`src/rtl/execute_if.sv`:
```
// ----------------------------------------------------------------------------
// execute_if -- bundle between the execute stage and its neighbours.
//
// Signals (direction as seen by the execute stage, modport slave):
//   IR, PC, A, B, I   in  32  instruction, PC, rs1, rs2, immediate from read
//   v_in              in   1  upstream valid
//   r_in              in   1  downstream ready
//   stall             in   1  hazard-unit stall
//   r_out             out  1  ready to upstream (combinational)
//   v_out             out  1  result valid to downstream (registered)
//   IR_out, PC_out    out 32  registered instruction / PC
//   RES_out           out 32  ALU result, effective address or link address
//   B_out             out 32  registered rs2 (store data)
//   br_taken          out  1  one-cycle redirect pulse
//   br_target         out 32  redirect address, valid while br_taken=1
// The master modport is the environment side (read stage + memory stage).
// ----------------------------------------------------------------------------
interface execute_if;
    logic [31:0] IR;
    logic [31:0] PC;
    logic [31:0] A;
    logic [31:0] B;
    logic [31:0] I;
    logic        v_in;
    logic        r_in;
    logic        stall;
    logic        r_out;
    logic        v_out;
    logic [31:0] IR_out;
    logic [31:0] PC_out;
    logic [31:0] RES_out;
    logic [31:0] B_out;
    logic        br_taken;
    logic [31:0] br_target;

    modport master (
        output IR, PC, A, B, I, v_in, r_in, stall,
        input  r_out, v_out, IR_out, PC_out, RES_out, B_out, br_taken, br_target
    );

    modport slave (
        input  IR, PC, A, B, I, v_in, r_in, stall,
        output r_out, v_out, IR_out, PC_out, RES_out, B_out, br_taken, br_target
    );
endinterface

```
`src/rtl/execute.sv`:
```
// ----------------------------------------------------------------------------
// execute -- RV32I pipeline execute stage.
//
// Computes the ALU result, load/store effective address, link address and
// branch/jump decision for the instruction presented by the read stage and
// registers it towards the memory stage with a valid/ready/stall handshake.
// Shifts by a non-zero amount use a bit-serial shifter (one bit per cycle),
// keeping the stage busy (r_out=0) until the shift completes.
//
// Ports:
//   clk  in   pipeline clock, rising edge
//   rst  in   synchronous active-high reset
//   bus  execute_if.slave  operands in, registered results out (see execute_if)
// ----------------------------------------------------------------------------
module execute (
    input  logic      clk,
    input  logic      rst,
    execute_if.slave  bus
);
    localparam logic [6:0] OP_LUI    = 7'b0110111;
    localparam logic [6:0] OP_AUIPC  = 7'b0010111;
    localparam logic [6:0] OP_JAL    = 7'b1101111;
    localparam logic [6:0] OP_JALR   = 7'b1100111;
    localparam logic [6:0] OP_BRANCH = 7'b1100011;
    localparam logic [6:0] OP_LOAD   = 7'b0000011;
    localparam logic [6:0] OP_STORE  = 7'b0100011;
    localparam logic [6:0] OP_IMM    = 7'b0010011;
    localparam logic [6:0] OP_REG    = 7'b0110011;

    typedef enum logic [0:0] {
        ST_IDLE  = 1'b0,
        ST_SHIFT = 1'b1
    } state_t;

    // Branch condition selected by funct3; unknown encodings never take.
    function automatic logic branch_cond(input logic [2:0] f3,
                                         input logic [31:0] a,
                                         input logic [31:0] b);
        logic c;
        case (f3)
            3'b000:  c = (a == b);
            3'b001:  c = (a != b);
            3'b100:  c = ($signed(a) <  $signed(b));
            3'b101:  c = ($signed(a) >= $signed(b));
            3'b110:  c = (a <  b);
            3'b111:  c = (a >= b);
            default: c = 1'b0;
        endcase
        return c;
    endfunction

    // One step of the serial shifter; arithmetic right shift replicates bit 31.
    function automatic logic [31:0] shift_one(input logic [31:0] v,
                                              input logic        left,
                                              input logic        arith);
        logic [31:0] r;
        if (left) begin
            r = {v[30:0], 1'b0};
        end else begin
            r = {arith & v[31], v[31:1]};
        end
        return r;
    endfunction

    state_t      state_r;
    state_t      state_next_s;
    logic [31:0] acc_r;
    logic [4:0]  cnt_r;
    logic        shl_r;
    logic        sra_r;

    logic        v_out_r;
    logic [31:0] ir_out_r;
    logic [31:0] pc_out_r;
    logic [31:0] res_out_r;
    logic [31:0] b_out_r;
    logic        br_taken_r;
    logic [31:0] br_target_r;

    logic [6:0]  opcode_s;
    logic [2:0]  funct3_s;
    logic        alt_s;
    logic [31:0] op2_s;
    logic [4:0]  shamt_s;
    logic        is_shift_s;
    logic [31:0] res_s;
    logic        taken_s;
    logic [31:0] target_s;
    logic [31:0] acc_step_s;

    logic        r_out_s;
    logic        accept_s;
    logic        start_shift_s;
    logic        shift_step_s;
    logic        shift_done_s;

    assign opcode_s = bus.IR[6:0];
    assign funct3_s = bus.IR[14:12];
    assign alt_s    = bus.IR[30];

    // Operand selection and shift classification for the ALU opcodes.
    always_comb begin
        op2_s      = (opcode_s == OP_REG) ? bus.B : bus.I;
        shamt_s    = op2_s[4:0];
        if ((opcode_s == OP_IMM) || (opcode_s == OP_REG)) begin
            is_shift_s = (funct3_s == 3'b001) || (funct3_s == 3'b101);
        end else begin
            is_shift_s = 1'b0;
        end
        acc_step_s = shift_one(acc_r, shl_r, sra_r);
    end

    // Single-cycle result, branch decision and redirect target by opcode.
    always_comb begin
        res_s    = 32'h0000_0000;
        taken_s  = 1'b0;
        target_s = 32'h0000_0000;
        case (opcode_s)
            OP_LUI:   res_s = bus.I;
            OP_AUIPC: res_s = bus.PC + bus.I;
            OP_JAL: begin
                res_s    = bus.PC + 32'd4;
                target_s = bus.PC + bus.I;
                taken_s  = 1'b1;
            end
            OP_JALR: begin
                res_s    = bus.PC + 32'd4;
                target_s = (bus.A + bus.I) & ~32'd1;
                taken_s  = 1'b1;
            end
            OP_BRANCH: begin
                target_s = bus.PC + bus.I;
                taken_s  = branch_cond(funct3_s, bus.A, bus.B);
            end
            OP_LOAD, OP_STORE: res_s = bus.A + bus.I;
            OP_IMM, OP_REG: begin
                case (funct3_s)
                    3'b000: begin
                        if ((opcode_s == OP_REG) && alt_s) begin
                            res_s = bus.A - op2_s;
                        end else begin
                            res_s = bus.A + op2_s;
                        end
                    end
                    3'b010:  res_s = {31'd0, ($signed(bus.A) < $signed(op2_s))};
                    3'b011:  res_s = {31'd0, (bus.A < op2_s)};
                    3'b100:  res_s = bus.A ^ op2_s;
                    3'b110:  res_s = bus.A | op2_s;
                    3'b111:  res_s = bus.A & op2_s;
                    // Shift by zero finishes here; non-zero amounts go serial.
                    3'b001, 3'b101: res_s = bus.A;
                    default: res_s = 32'h0000_0000;
                endcase
            end
            default: res_s = 32'h0000_0000;
        endcase
    end

    // State register.
    always_ff @(posedge clk) begin
        if (rst) begin
            state_r <= ST_IDLE;
        end else begin
            state_r <= state_next_s;
        end
    end

    // Next-state logic: IDLE <-> SHIFT.
    always_comb begin
        state_next_s = state_r;
        case (state_r)
            ST_IDLE: begin
                if (start_shift_s) begin
                    state_next_s = ST_SHIFT;
                end else begin
                    state_next_s = ST_IDLE;
                end
            end
            ST_SHIFT: begin
                if (shift_done_s) begin
                    state_next_s = ST_IDLE;
                end else begin
                    state_next_s = ST_SHIFT;
                end
            end
            default: state_next_s = ST_IDLE;
        endcase
    end

    // Handshake and shifter control decoded from the current state.
    always_comb begin
        r_out_s       = ~rst & (state_r == ST_IDLE) & ~bus.stall & (bus.r_in | ~v_out_r);
        accept_s      = bus.v_in & r_out_s;
        start_shift_s = accept_s & is_shift_s & (shamt_s != 5'd0);
        shift_step_s  = (state_r == ST_SHIFT) & ~bus.stall;
        shift_done_s  = shift_step_s & (cnt_r == 5'd1);
    end

    // Result registers, serial shifter and branch pulse.
    always_ff @(posedge clk) begin
        if (rst) begin
            v_out_r     <= 1'b0;
            ir_out_r    <= 32'h0000_0000;
            pc_out_r    <= 32'h0000_0000;
            res_out_r   <= 32'h0000_0000;
            b_out_r     <= 32'h0000_0000;
            br_taken_r  <= 1'b0;
            br_target_r <= 32'h0000_0000;
            acc_r       <= 32'h0000_0000;
            cnt_r       <= 5'd0;
            shl_r       <= 1'b0;
            sra_r       <= 1'b0;
        end else if (accept_s) begin
            ir_out_r <= bus.IR;
            pc_out_r <= bus.PC;
            b_out_r  <= bus.B;
            if (start_shift_s) begin
                // Result not ready yet: the previous one was taken this edge.
                v_out_r    <= 1'b0;
                br_taken_r <= 1'b0;
                acc_r      <= bus.A;
                cnt_r      <= shamt_s;
                shl_r      <= (funct3_s == 3'b001);
                sra_r      <= alt_s;
            end else begin
                v_out_r     <= 1'b1;
                res_out_r   <= res_s;
                br_taken_r  <= taken_s;
                br_target_r <= target_s;
            end
        end else if (shift_done_s) begin
            res_out_r  <= acc_step_s;
            v_out_r    <= 1'b1;
            br_taken_r <= 1'b0;
        end else begin
            br_taken_r <= 1'b0;
            if (shift_step_s) begin
                acc_r <= acc_step_s;
                cnt_r <= cnt_r - 5'd1;
            end
            // In IDLE a stall or a downstream take retires the current result.
            if ((state_r == ST_IDLE) && (bus.stall || bus.r_in)) begin
                v_out_r <= 1'b0;
            end
        end
    end

    assign bus.r_out     = r_out_s;
    assign bus.v_out     = v_out_r;
    assign bus.IR_out    = ir_out_r;
    assign bus.PC_out    = pc_out_r;
    assign bus.RES_out   = res_out_r;
    assign bus.B_out     = b_out_r;
    assign bus.br_taken  = br_taken_r;
    assign bus.br_target = br_target_r;
endmodule

```
`src/flat_wrapper.sv`:
```
// flat-port wrapper written by rule: the top's interface ports become plain ports
module execute_flat 
  (clk, rst, bus_IR, bus_PC, bus_A, bus_B, bus_I, bus_v_in, bus_r_in, bus_stall, bus_r_out, bus_v_out, bus_IR_out, bus_PC_out, bus_RES_out, bus_B_out, bus_br_taken, bus_br_target);
  execute_if bus_i ();
  input  logic clk;
  input  logic rst;
  input wire logic [$bits(bus_i.IR)-1:0] bus_IR;
  input wire logic [$bits(bus_i.PC)-1:0] bus_PC;
  input wire logic [$bits(bus_i.A)-1:0] bus_A;
  input wire logic [$bits(bus_i.B)-1:0] bus_B;
  input wire logic [$bits(bus_i.I)-1:0] bus_I;
  input wire logic [$bits(bus_i.v_in)-1:0] bus_v_in;
  input wire logic [$bits(bus_i.r_in)-1:0] bus_r_in;
  input wire logic [$bits(bus_i.stall)-1:0] bus_stall;
  output wire logic [$bits(bus_i.r_out)-1:0] bus_r_out;
  output wire logic [$bits(bus_i.v_out)-1:0] bus_v_out;
  output wire logic [$bits(bus_i.IR_out)-1:0] bus_IR_out;
  output wire logic [$bits(bus_i.PC_out)-1:0] bus_PC_out;
  output wire logic [$bits(bus_i.RES_out)-1:0] bus_RES_out;
  output wire logic [$bits(bus_i.B_out)-1:0] bus_B_out;
  output wire logic [$bits(bus_i.br_taken)-1:0] bus_br_taken;
  output wire logic [$bits(bus_i.br_target)-1:0] bus_br_target;
  assign bus_i.IR = bus_IR;
  assign bus_i.PC = bus_PC;
  assign bus_i.A = bus_A;
  assign bus_i.B = bus_B;
  assign bus_i.I = bus_I;
  assign bus_i.v_in = bus_v_in;
  assign bus_i.r_in = bus_r_in;
  assign bus_i.stall = bus_stall;
  assign bus_r_out = bus_i.r_out;
  assign bus_v_out = bus_i.v_out;
  assign bus_IR_out = bus_i.IR_out;
  assign bus_PC_out = bus_i.PC_out;
  assign bus_RES_out = bus_i.RES_out;
  assign bus_B_out = bus_i.B_out;
  assign bus_br_taken = bus_i.br_taken;
  assign bus_br_target = bus_i.br_target;
  execute u_core (.clk(clk), .rst(rst), .bus(bus_i));
endmodule
```
`config.mk`:
```
export PLATFORM = sky130hd
export DESIGN_NAME = execute_flat
export DESIGN_NICKNAME = d
export VERILOG_FILES = /design/src/rtl/execute_if.sv /design/src/rtl/execute.sv /design/src/flat_wrapper.sv
export SDC_FILE = /design/constraint.sdc
export NUM_CORES = 1
export LEC_CHECK = 0
export BUFFER_PORTS_ARGS = -buffer_cell sky130_fd_sc_hd__buf_4
export CORE_MARGIN = 3
export CORE_UTILIZATION = 53
export CTS_CLUSTER_SIZE = 14
export DETAILED_ROUTE_END_ITERATION = 7
export PLACE_DENSITY = 0.75
export SETUP_SLACK_MARGIN = 0.2
export SYNTH_ARGS = -nofsm -noshare
export SYNTH_HDL_FRONTEND = slang
export SYNTH_SLANG_ARGS = --single-unit
```
`constraint.sdc`:
```
create_clock -name clk -period 7.1 [get_ports clk]
set_input_delay 1.42 -clock clk [delete_from_list [all_inputs] [get_ports clk]]
set_output_delay 1.42 -clock clk [all_outputs]
set_load 0.1 [all_outputs]
```
# ---- Word level (Yosys, flattened, before mapping)
# Index checks and enable logic that the tools add are counted.
dict set report word_totals {
  output_inout_bits 163
  romBits 0
  inputBits 165
  register_bits 202
  ramBits 0
  wordCells 112
  n_memories 0
  latchBits 0
}
dict set report op_classes {
  n_bitwise 19
  n_div 0
  order_cmp 6
  addsub 6
  mul 0
  n_shift 0
  n_reduce_logical 20
  n_eq_ne 22
  mux 27
}
# cell count
set ops {}
lappend ops {{2-to-1 mux 32 bit} 10}
lappend ops {{one-hot mux 32 bit (7 select lines)} 1}
lappend ops {{one-hot mux 32 bit (5 select lines)} 1}
lappend ops {{< comparator 32 bit} 4}
lappend ops {{adder 32 bit} 3}
lappend ops {{greater-or-equal comparator 32 bit} 2}
lappend ops {{one-hot mux 32 bit (2 select lines)} 1}
lappend ops {{adder 32 x 3 -> 32 bit (second input constant)} 1}
lappend ops {{AND 32 bit} 1}
lappend ops {{equality test 32 bit} 1}
lappend ops {{inequality test 32 bit} 1}
lappend ops {{bitwise OR 32 bit} 1}
lappend ops {{subtractor 32 bit} 1}
lappend ops {{bitwise XOR 32 bit} 1}
lappend ops {{equality test 7 x 6 -> 1 bit (second input constant)} 3}
lappend ops {{equality test 7 bit (second input constant)} 3}
lappend ops {{2-to-1 mux 5 bit} 4}
lappend ops {{equality test 7 x 5 -> 1 bit (second input constant)} 2}
lappend ops {{equality test 3 bit (second input constant)} 4}
lappend ops {{OR reduction 2 bit} 5}
lappend ops {{AND 1 bit} 9}
lappend ops {{equality test 7 x 2 -> 1 bit (second input constant)} 1}
lappend ops {{2-to-1 mux 1 bit} 7}
lappend ops {{equality test 3 x 2 -> 1 bit (second input constant)} 2}
lappend ops {{other kinds (18)} 31}

# ---- Logic depth before layout (Yosys ltp)
# Gate-level depths: netlist of the first run.
dict set report logic_depth {
  ltp_word 9
  mapped_depth 20
  ltp_nobuf 17
}

# ---- Worst setup path before layout of the first run
# Ideal clock, no wire load.
dict set report synth_path {
  path_type {input to register}
  from {input port bus_IR[5]}
  to {register u_core.res_out_r[23], in the netlist u_core.bus.RES_out[23]}
  setup_slack_ns 1.693
  path_stages 18
  setup_ns 0.127
  arrival_ns 5.280
  required_time_ns 6.973
  n_path_buf 4
  cell_sequence {clkbuf_1 > clkbuf_1 > nand2_1 > clkbuf_1 > clkbuf_1 > nand2_1 > o21ai_0 > ha_1 > or4_1 > or3_1 > a211oi_2 > o21ai_2 > o31ai_4 > a21oi_1 > o21ai_1 > xnor2_1 > a21oi_1 > or3_1}
}
dict set report synth_between {
  elab_chain_cells 8
  word_cells_on_any_way 30
  classes_between {add/sub (2); eq/ne (9); mux (7); bitwise (5); reduce/logical (7)}
}
# element line
set synth_rtl {}
lappend synth_rtl {{start, declared} flat_wrapper.sv:7} ;# input wire logic [$bits(bus_i.IR)-1:0] bus_IR;
lappend synth_rtl {{equality test 7 x 6 -> 1 bit} -}
lappend synth_rtl {{2-to-1 mux 32 bit} execute.sv:103} ;# op2_s = (opcode_s == OP_REG) ? bus.B : bus.I;
lappend synth_rtl {{adder 32 bit / subtractor 32 bit (equally long branches)} {execute.sv:142, execute.sv:140}}
lappend synth_rtl {{2-to-1 mux 32 bit} execute.sv:139} ;# if ((opcode_s == OP_REG) && alt_s) begin
lappend synth_rtl {{one-hot mux 32 bit (7 select lines)} execute.sv:137} ;# case (funct3_s)
lappend synth_rtl {{one-hot mux 32 bit (5 select lines)} execute.sv:118} ;# case (opcode_s)
lappend synth_rtl {{2-to-1 mux 32 bit} execute.sv:217} ;# if (start_shift_s) begin
lappend synth_rtl {{2-to-1 mux 32 bit} execute.sv:213} ;# end else if (accept_s) begin
lappend synth_rtl {{end signal, assigned} execute.sv:227} ;# res_out_r <= res_s;
lappend synth_rtl {{end signal, assigned} execute.sv:232} ;# res_out_r <= acc_step_s;
lappend synth_rtl {{end, declared} execute.sv:75} ;# logic [31:0] res_out_r;
# Parallel ways exist; a longest one is shown, timed or not. The select of a mux whose other input is x is not followed.
# A chain may end at the register's enable or synchronous reset.

# ---- Worst setup path after layout of the first run
dict set report layout_path {
  from {input port bus_IR[3]}
  to {register u_core.res_out_r[22], in the netlist u_core.bus.RES_out[22]}
}
# Same word-level chain as after synthesis.

==> run summary, run 1 <==
dpl cells -> 3377
initial antenna violation count -> 1
f_max -> 0.172 GHz
crit path max fanout -> 25
CTS tree -> done
fraction of layout cells with a size suffix above 1 -> 15.0%
final net count -> 3314
Cell Count, Final, Fillers Out -> 3421
Synth Net Count -> 3103
Final Slew Violations -> 0
Multi-input gate area -> 14600 sq um
Fin Clk Skew -> 0.00867 ns
endpoints failing setup -> 0
worst slack, placed -> 0.831 ns
critical path arrival -> 6.27 ns
CTS H-Tree Depth -> 1
Primary FF master, synth -> dfxtp_1
pwr/cell area -> 175 nW/um^2
Mapped Area -> 19800 sq um
Worst-Skew Late Latency -> 0.56 ns
Die Footprint -> 39700 sq um
xor/xnor share of the synthesized area -> 5.62%
period utilization -> 82.0%
antenna cell count -> 0
Peak VDD IR -> 169 uV
Final Hold Vio Count -> 0
first-pass GRT wire length -> 120 mm
CTS sink count -> 202
Setup WS post-layout -> 1.28 ns
clk buf depth -> 3
Area growth syn-to-layout -> 17.3%
Clk pin slew, worst setup/hold paths -> 0.06 ns
minimum clock period -> 5.82 ns
Seq/Total Area, Yosys -> 20.4%
Yosys warnings -> 0
area leader, netlist -> dfxtp_1
clock root buffer -> clkbuf_16
vias in the first global route -> 20761
WL/cell -> 23.6 um
unrepaired setup endpoints after global routing -> no
Starting Density -> 54.0%
global route total overflow -> 0
status -> completed
Die H -> 199 um
Syn Inst Count -> 2725
Resize count post-CTS -> 0
worst-margin pin slew -> 1.10 ns
sequential cell area -> 4040 sq um
Row Count -> 70
Detailed Route WL -> 80.8 mm
Leak -> 0.0103 uW
Setup CP Type -> in2reg
top-count cell post-synth -> nand2_1
post-synth top area share -> 20.4%
Final Wtd Congestion -> 1.02
GR Util All Layers -> 38.6%
Fin Hold WS -> 0.469 ns
core area -> 36700 sq um
Synth cell types -> 89
largest cells by area after synthesis -> dfxtp_1 20%, ha_1 13%, a21oi_1 6.3%, nand2_1 5.6%, nor2_1 5.0%
Worst EP required -> 7.55 ns
DPL Wire Length -> 61.3 mm
Initial DRT Pass Iterations -> 6
# DRC -> 0
Vias/cell -> 6.54
filler instances -> 3400
largest net degree at the start of global routing -> 124
Boundary Pins -> 328
hold crit path type -> reg2reg
die width -> 199 um
number of synthesized flops with an enable pin -> 0
setup_tns -> 0 ns
startpoint types -> input pin
Post-DRT Antenna Nets -> 0
largest family of logic cells by synthesized area -> compound AO/OA/AOI/OAI gates
Post-synth ARST share -> 0%
Iter 0 DRT Violations -> 2441
post-synthesis mux area share -> 2.62%
Post-synth top cells -> 295 x nand2_1, 266 x nor2_1, 248 x a21oi_1
CTS hold repair buffers -> 0
Tot Pwr -> 4070 uW
setup bufs post-CTS -> 0
port bufs -> 327
Max Cap Viol -> 0
CTS Buf Count -> 25
Post-Synth Adder-Cell Area -> 13.6%
complex-gate fraction of the synthesized area -> 28.2%
DR vias -> 22371
headroom to the max-slew limit -> 26.4%
Post-Synth Simple-Gate Area -> 23.5%
Avg Cell Area, Syn -> 7.27 sq um
WHS Path Cells -> 2
critical path capture point type -> flop
post-synthesis register bit count -> 202
Register-to-Register Path Depth -> 7
-- power by group --
group / switching (uW) / leakage, uW / total [uW] / internal, uW
registers: 26.5 / 0.00164 / 1200 / 1180
logic: 1090 / 0.00824 / 1600 / 507
clock network: 556 / 0.000383 / 1270 / 716
-- final cells by class --
class	instances	share of cell area [%]
well taps	468	2.52
inverters	137	2.21
flip-flops and latches	202	17.4
multi-input cells	2213	62.9
clock inverters	11	0.431
repair buffers	357	11.6
clock buffers	33	2.95
-- worst max-delay path: stages --
cell and delay (ns):
buf_4 0.14, nand4bb_1 0.37, nor2_2 0.33, nand2_2 0.39
mux2i_1 0.52, inv_1 0.09, ha_1 0.36, o21bai_1 0.11
a211o_1 0.28, o2111a_1 0.26, a2111oi_4 0.61, o211ai_2 0.19
a311oi_4 0.40, o211ai_1 0.13, a21oi_1 0.23, o21ai_1 0.09
a221o_1 0.31
-- sequential cells by signal, summed over array words and instances, names as in the netlist --
name and cells:
u_core.acc_r 32, u_core.bus.B_out 32, u_core.bus.IR_out 32, u_core.bus.PC_out 32
u_core.bus.RES_out 32, u_core.bus.br_target 32, u_core.cnt_r 5, u_core.bus.br_taken 1
u_core.bus.v_out 1, u_core.shl_r 1, u_core.sra_r 1, u_core.state_r 1
-- path summary, 6_finish.rpt --
check	from	end	slack, ns
worst max-delay path	bus_IR[3]	u_core.bus.RES_out[22]	1.28
worst min-delay path	u_core.bus.IR_out[12]	u_core.bus.IR_out[12]	0.47
worst max register to register	u_core.state_r	u_core.bus.RES_out[16]	3.54
worst min register to register	u_core.bus.IR_out[12]	u_core.bus.IR_out[12]	0.47
-- cells in the final DEF (no fill, tap or decap), types with 44 or more instances in the layout --
cell	netlist	layout
buf_4	0	356
o21ai_0	169	169
xnor2_1	87	87
nand3_1	50	50
mux2i_1	44	44
nor2_1	266	261
nand3b_1	100	100
a21o_1	56	56
dfxtp_1	202	202
inv_1	136	136
nand2_1	295	293
nor3_1	92	90
a21oi_1	248	248
ha_1	209	209
-- cell families after synthesis --
kind of cell | after synthesis
muxes | 51
and+or+nand+nor | 970
xor gates and xnor gates | 127
buffers and inverters | 310
adders and majority gates | 213
AOI/OAI and AO/OA | 852
DFF | 202
-- stage by stage --
stage	utilization [%]	cell area, sq um
after floorplan	-	19800
after global placement	61.2	22400
after detailed placement	61.2	22400
after CTS	63.3	23200
after global routing	63.3	23200
final	63.3	23200
-- metal layers --
metal  vias up  track usage (%)  part of all wire, %
met5         -                0                    0
met4         0             24.0                  7.3
met3       290             4.69                  8.3
met2      1222             62.4                   45
met1     10540             49.1                   39
li1      10319                -                    -
(Power assumes the default switching activity.)
==> run 2, diff against run 1 <==
==> constraint.sdc (replaced) <==
create_clock -name clk -period 5.97 [get_ports clk]
set_input_delay 1.194 -clock clk [delete_from_list [all_inputs] [get_ports clk]]
set_output_delay 1.194 -clock clk [all_outputs]
set_load 0.1 [all_outputs]
==> run 2 against run 1 <==
Compared with the run above:
- first-iteration DRC count rose by 9.0%
- non-clock buffer count rose by 22
- via count rose by 1.4%
- total power rose by 20%
- cell area rose by 0.78%
- critical path depth rose by 1
- register-to-register slack got worse by 1.3 ns
- combinational power rose by 21%
==> run summary, run 2 (synthesis gave the netlist of run 1 again) <==
global route total overflow -> 0 (unchanged)
setup bufs post-CTS -> 0 (unchanged)
crit path max fanout -> 26 (+4.0%)
GR Util All Layers -> 39.3% (+0.73 points)
headroom to the max-slew limit -> 12.5% (-14 points)
Setup CP Type -> in2reg
f_max -> 0.189 GHz
endpoints failing setup -> 0 (unchanged)
status -> completed
CTS tree -> done
placed cell area -> 22600 sq um (+0.74%)
crit path max-delay cell type -> ha_1
commonest cells after routing, fill and taps aside -> 378 x buf_4, 293 x nand2_1, 262 x nor2_1, 248 x a21oi_1, 209 x ha_1
combinational share of power -> 39.4% (+0.2 points)
CTS sink count -> 202 (unchanged)
DR vias -> 22676 (+1.4%)
Final Hold Vio Count -> 0 (unchanged)
CTS H-Tree Depth -> 1 (unchanged)
setup_tns -> 0 ns (unchanged)
Fin Hold WS -> 0.475 ns (+0.00543 ns)
design area -> 23400 sq um (+0.78%)
unrepaired setup endpoints after global routing -> no
minimum clock period -> 5.30 ns
Worst-Skew Late Latency -> 0.56 ns (about the same)
largest stage delay on the critical path -> 0.40 ns (-0.21 ns)
Detailed Route WL -> 82.9 mm (+2.5%)
CTS hold repair buffers -> 0 (unchanged)
Post-DRT Antenna Nets -> 0 (unchanged)
largest net degree at the start of global routing -> 117 (-5.6%)
Worst Hold Launch -> u_core.bus.IR_out[8]
Psw -> 2010 uW (+20%)
crit path capture -> u_core.bus.RES_out[31]
Peak VDD IR -> 246 uV (+45%)
hold crit path type -> reg2reg
vias in the first global route -> 20832 (+0.34%)
antenna cell count -> 0 (unchanged)
crit-path cells -> buf_4 -> nand4bb_1 -> nor2_2 -> nand2_2 -> buf_4 -> o21ai_0 -> inv_1 -> ha_1 -> a21oi_1 -> nand2_1 -> or3_1 -> or3_1 -> o21ai_1 -> nor3_1 -> o311ai_1 -> and4_1 -> nor3b_1 -> a211o_1
worst reg2reg endpoint -> u_core.bus.RES_out[24]
Final Slew Violations -> 0 (unchanged)
Iter 0 DRT Violations -> 2660 (+9.0%)
clock power share -> 31.2% (about the same)
critical path capture point type -> flop
period utilization -> 88.9%
startpoint types -> input pin
Max Cap Viol -> 0 (unchanged)
start of the worst register-to-register path -> u_core.bus.v_out
Vias/cell -> 6.58 (+0.66%)
Tot Pwr -> 4880 uW (+20%)
Die H -> 199 um (unchanged)
initial antenna violation count -> 2 (+1)
worst-margin pin slew -> 1.31 ns (+0.204 ns)
critical path launch point -> bus_IR[3]
Starting Density -> 54.0% (unchanged)
Clk pin slew, worst setup/hold paths -> 0.06 ns (about the same)
Boundary Pins -> 328 (unchanged)
Reg power frac -> 29.3% (-0.3 points)
Final Wtd Congestion -> 1.05 (+2.6%)
die width -> 199 um (unchanged)
Int Pwr -> 2870 uW (+20%)
Sw Share -> 41.2% (+0.11 points)
most common cell after layout, fill and taps aside -> buf_4
pwr/cell area -> 209 nW/um^2 (+19%)
final net count -> 3336 (+0.66%)
# DRC -> 0 (unchanged)
DPL Wire Length -> 62.9 mm (+2.6%)
Worst EP required -> 6.41 ns (-1.14 ns)
Register-to-Register Path Depth -> 8 (+1)
Die Footprint -> 39700 sq um (unchanged)
Fin Clk Skew -> 0.0172 ns (+0.00855 ns)
critical path arrival -> 5.75 ns (-0.52 ns)
CTS Buf Count -> 25 (unchanged)
R2R Setup Slk -> 2.28 ns (-1.26 ns)
fraction of layout cells with a size suffix above 1 -> 15.6% (+0.58 points)
Resize count post-CTS -> 0 (unchanged)
Leak -> 0.0104 uW (+1.1%)
WL/cell -> 24.1 um (+1.8%)
Area growth syn-to-layout -> 18.2%
core area -> 36700 sq um (unchanged)
clk buf depth -> 3 (unchanged)
port bufs -> 327 (unchanged)
Initial DRT Pass Iterations -> 6 (unchanged)
clock root buffer -> clkbuf_16
first-pass GRT wire length -> 122 mm (+1.7%)
Row Count -> 70 (unchanged)
-- run 2: routing by layer --
metal / track usage, % / part of all wire [%] / vias up
met3: 4.94 / 9.4 / 310
met4: 22.1 / 6.7 / 0
met2: 63.0 / 45 / 1430
met1: 51.3 / 39 / 10591
met5: 0 / 0 / -
li1: - / - / 10345
-- run 2: layout make-up --
class | instances | area (sq um)
fill | 3348 | 13300
clock buffer | 38 | 744
sequential | 202 | 4040
clock inverter | 8 | 56.3
inverter | 137 | 514
multi-input combinational | 2213 | 14600
tap | 468 | 586
timing repair buffer | 379 | 2850
-- run 2: worst min path at each step --
stage,to,slack [ns],cells after the start
after floorplan,u_core.acc_r[18],0.44,2
after global placement,u_core.bus.br_target[0],0.45,2
after detailed placement,u_core.bus.IR_out[30],0.47,2
after CTS,u_core.bus.PC_out[15],0.48,2
after global routing,u_core.bus.PC_out[31],0.49,2
final,u_core.bus.IR_out[8],0.47,2
-- run 2: stage by stage --
| step | instances | setup slack (ns) | utilization, % |
|---|---|---|---|
| 2_1_floorplan | 2725 | 0.789 | - |
| 3_3_place_gp | 3399 | 0.336 | 61.6 |
| 3_5_place_dp | 3399 | 0.254 | 61.6 |
| 4_1_cts | 3445 | 0.804 | 63.8 |
| 5_1_grt | 3445 | 0.435 | 63.8 |
| 6_report | 3445 | 0.665 | 63.8 |
-- run 2: critical path: cells and delay by family --
family,cells,cell delay (ns)
compound gates,5,1.35
fa+ha+maj,1,0.40
simple gates,9,2.18
buf+inv,3,0.61
-- run 2: power by group through the flow --
stage | clock network, uW | registers [uW] | logic, uW
final | 1530 | 1430 | 1930
after global placement | 0 | 1460 | 1860
after CTS | 1530 | 1430 | 1890
after floorplan | 0 | 1830 | 951
after global routing | 1580 | 1440 | 2050
after detailed placement | 0 | 1460 | 1880
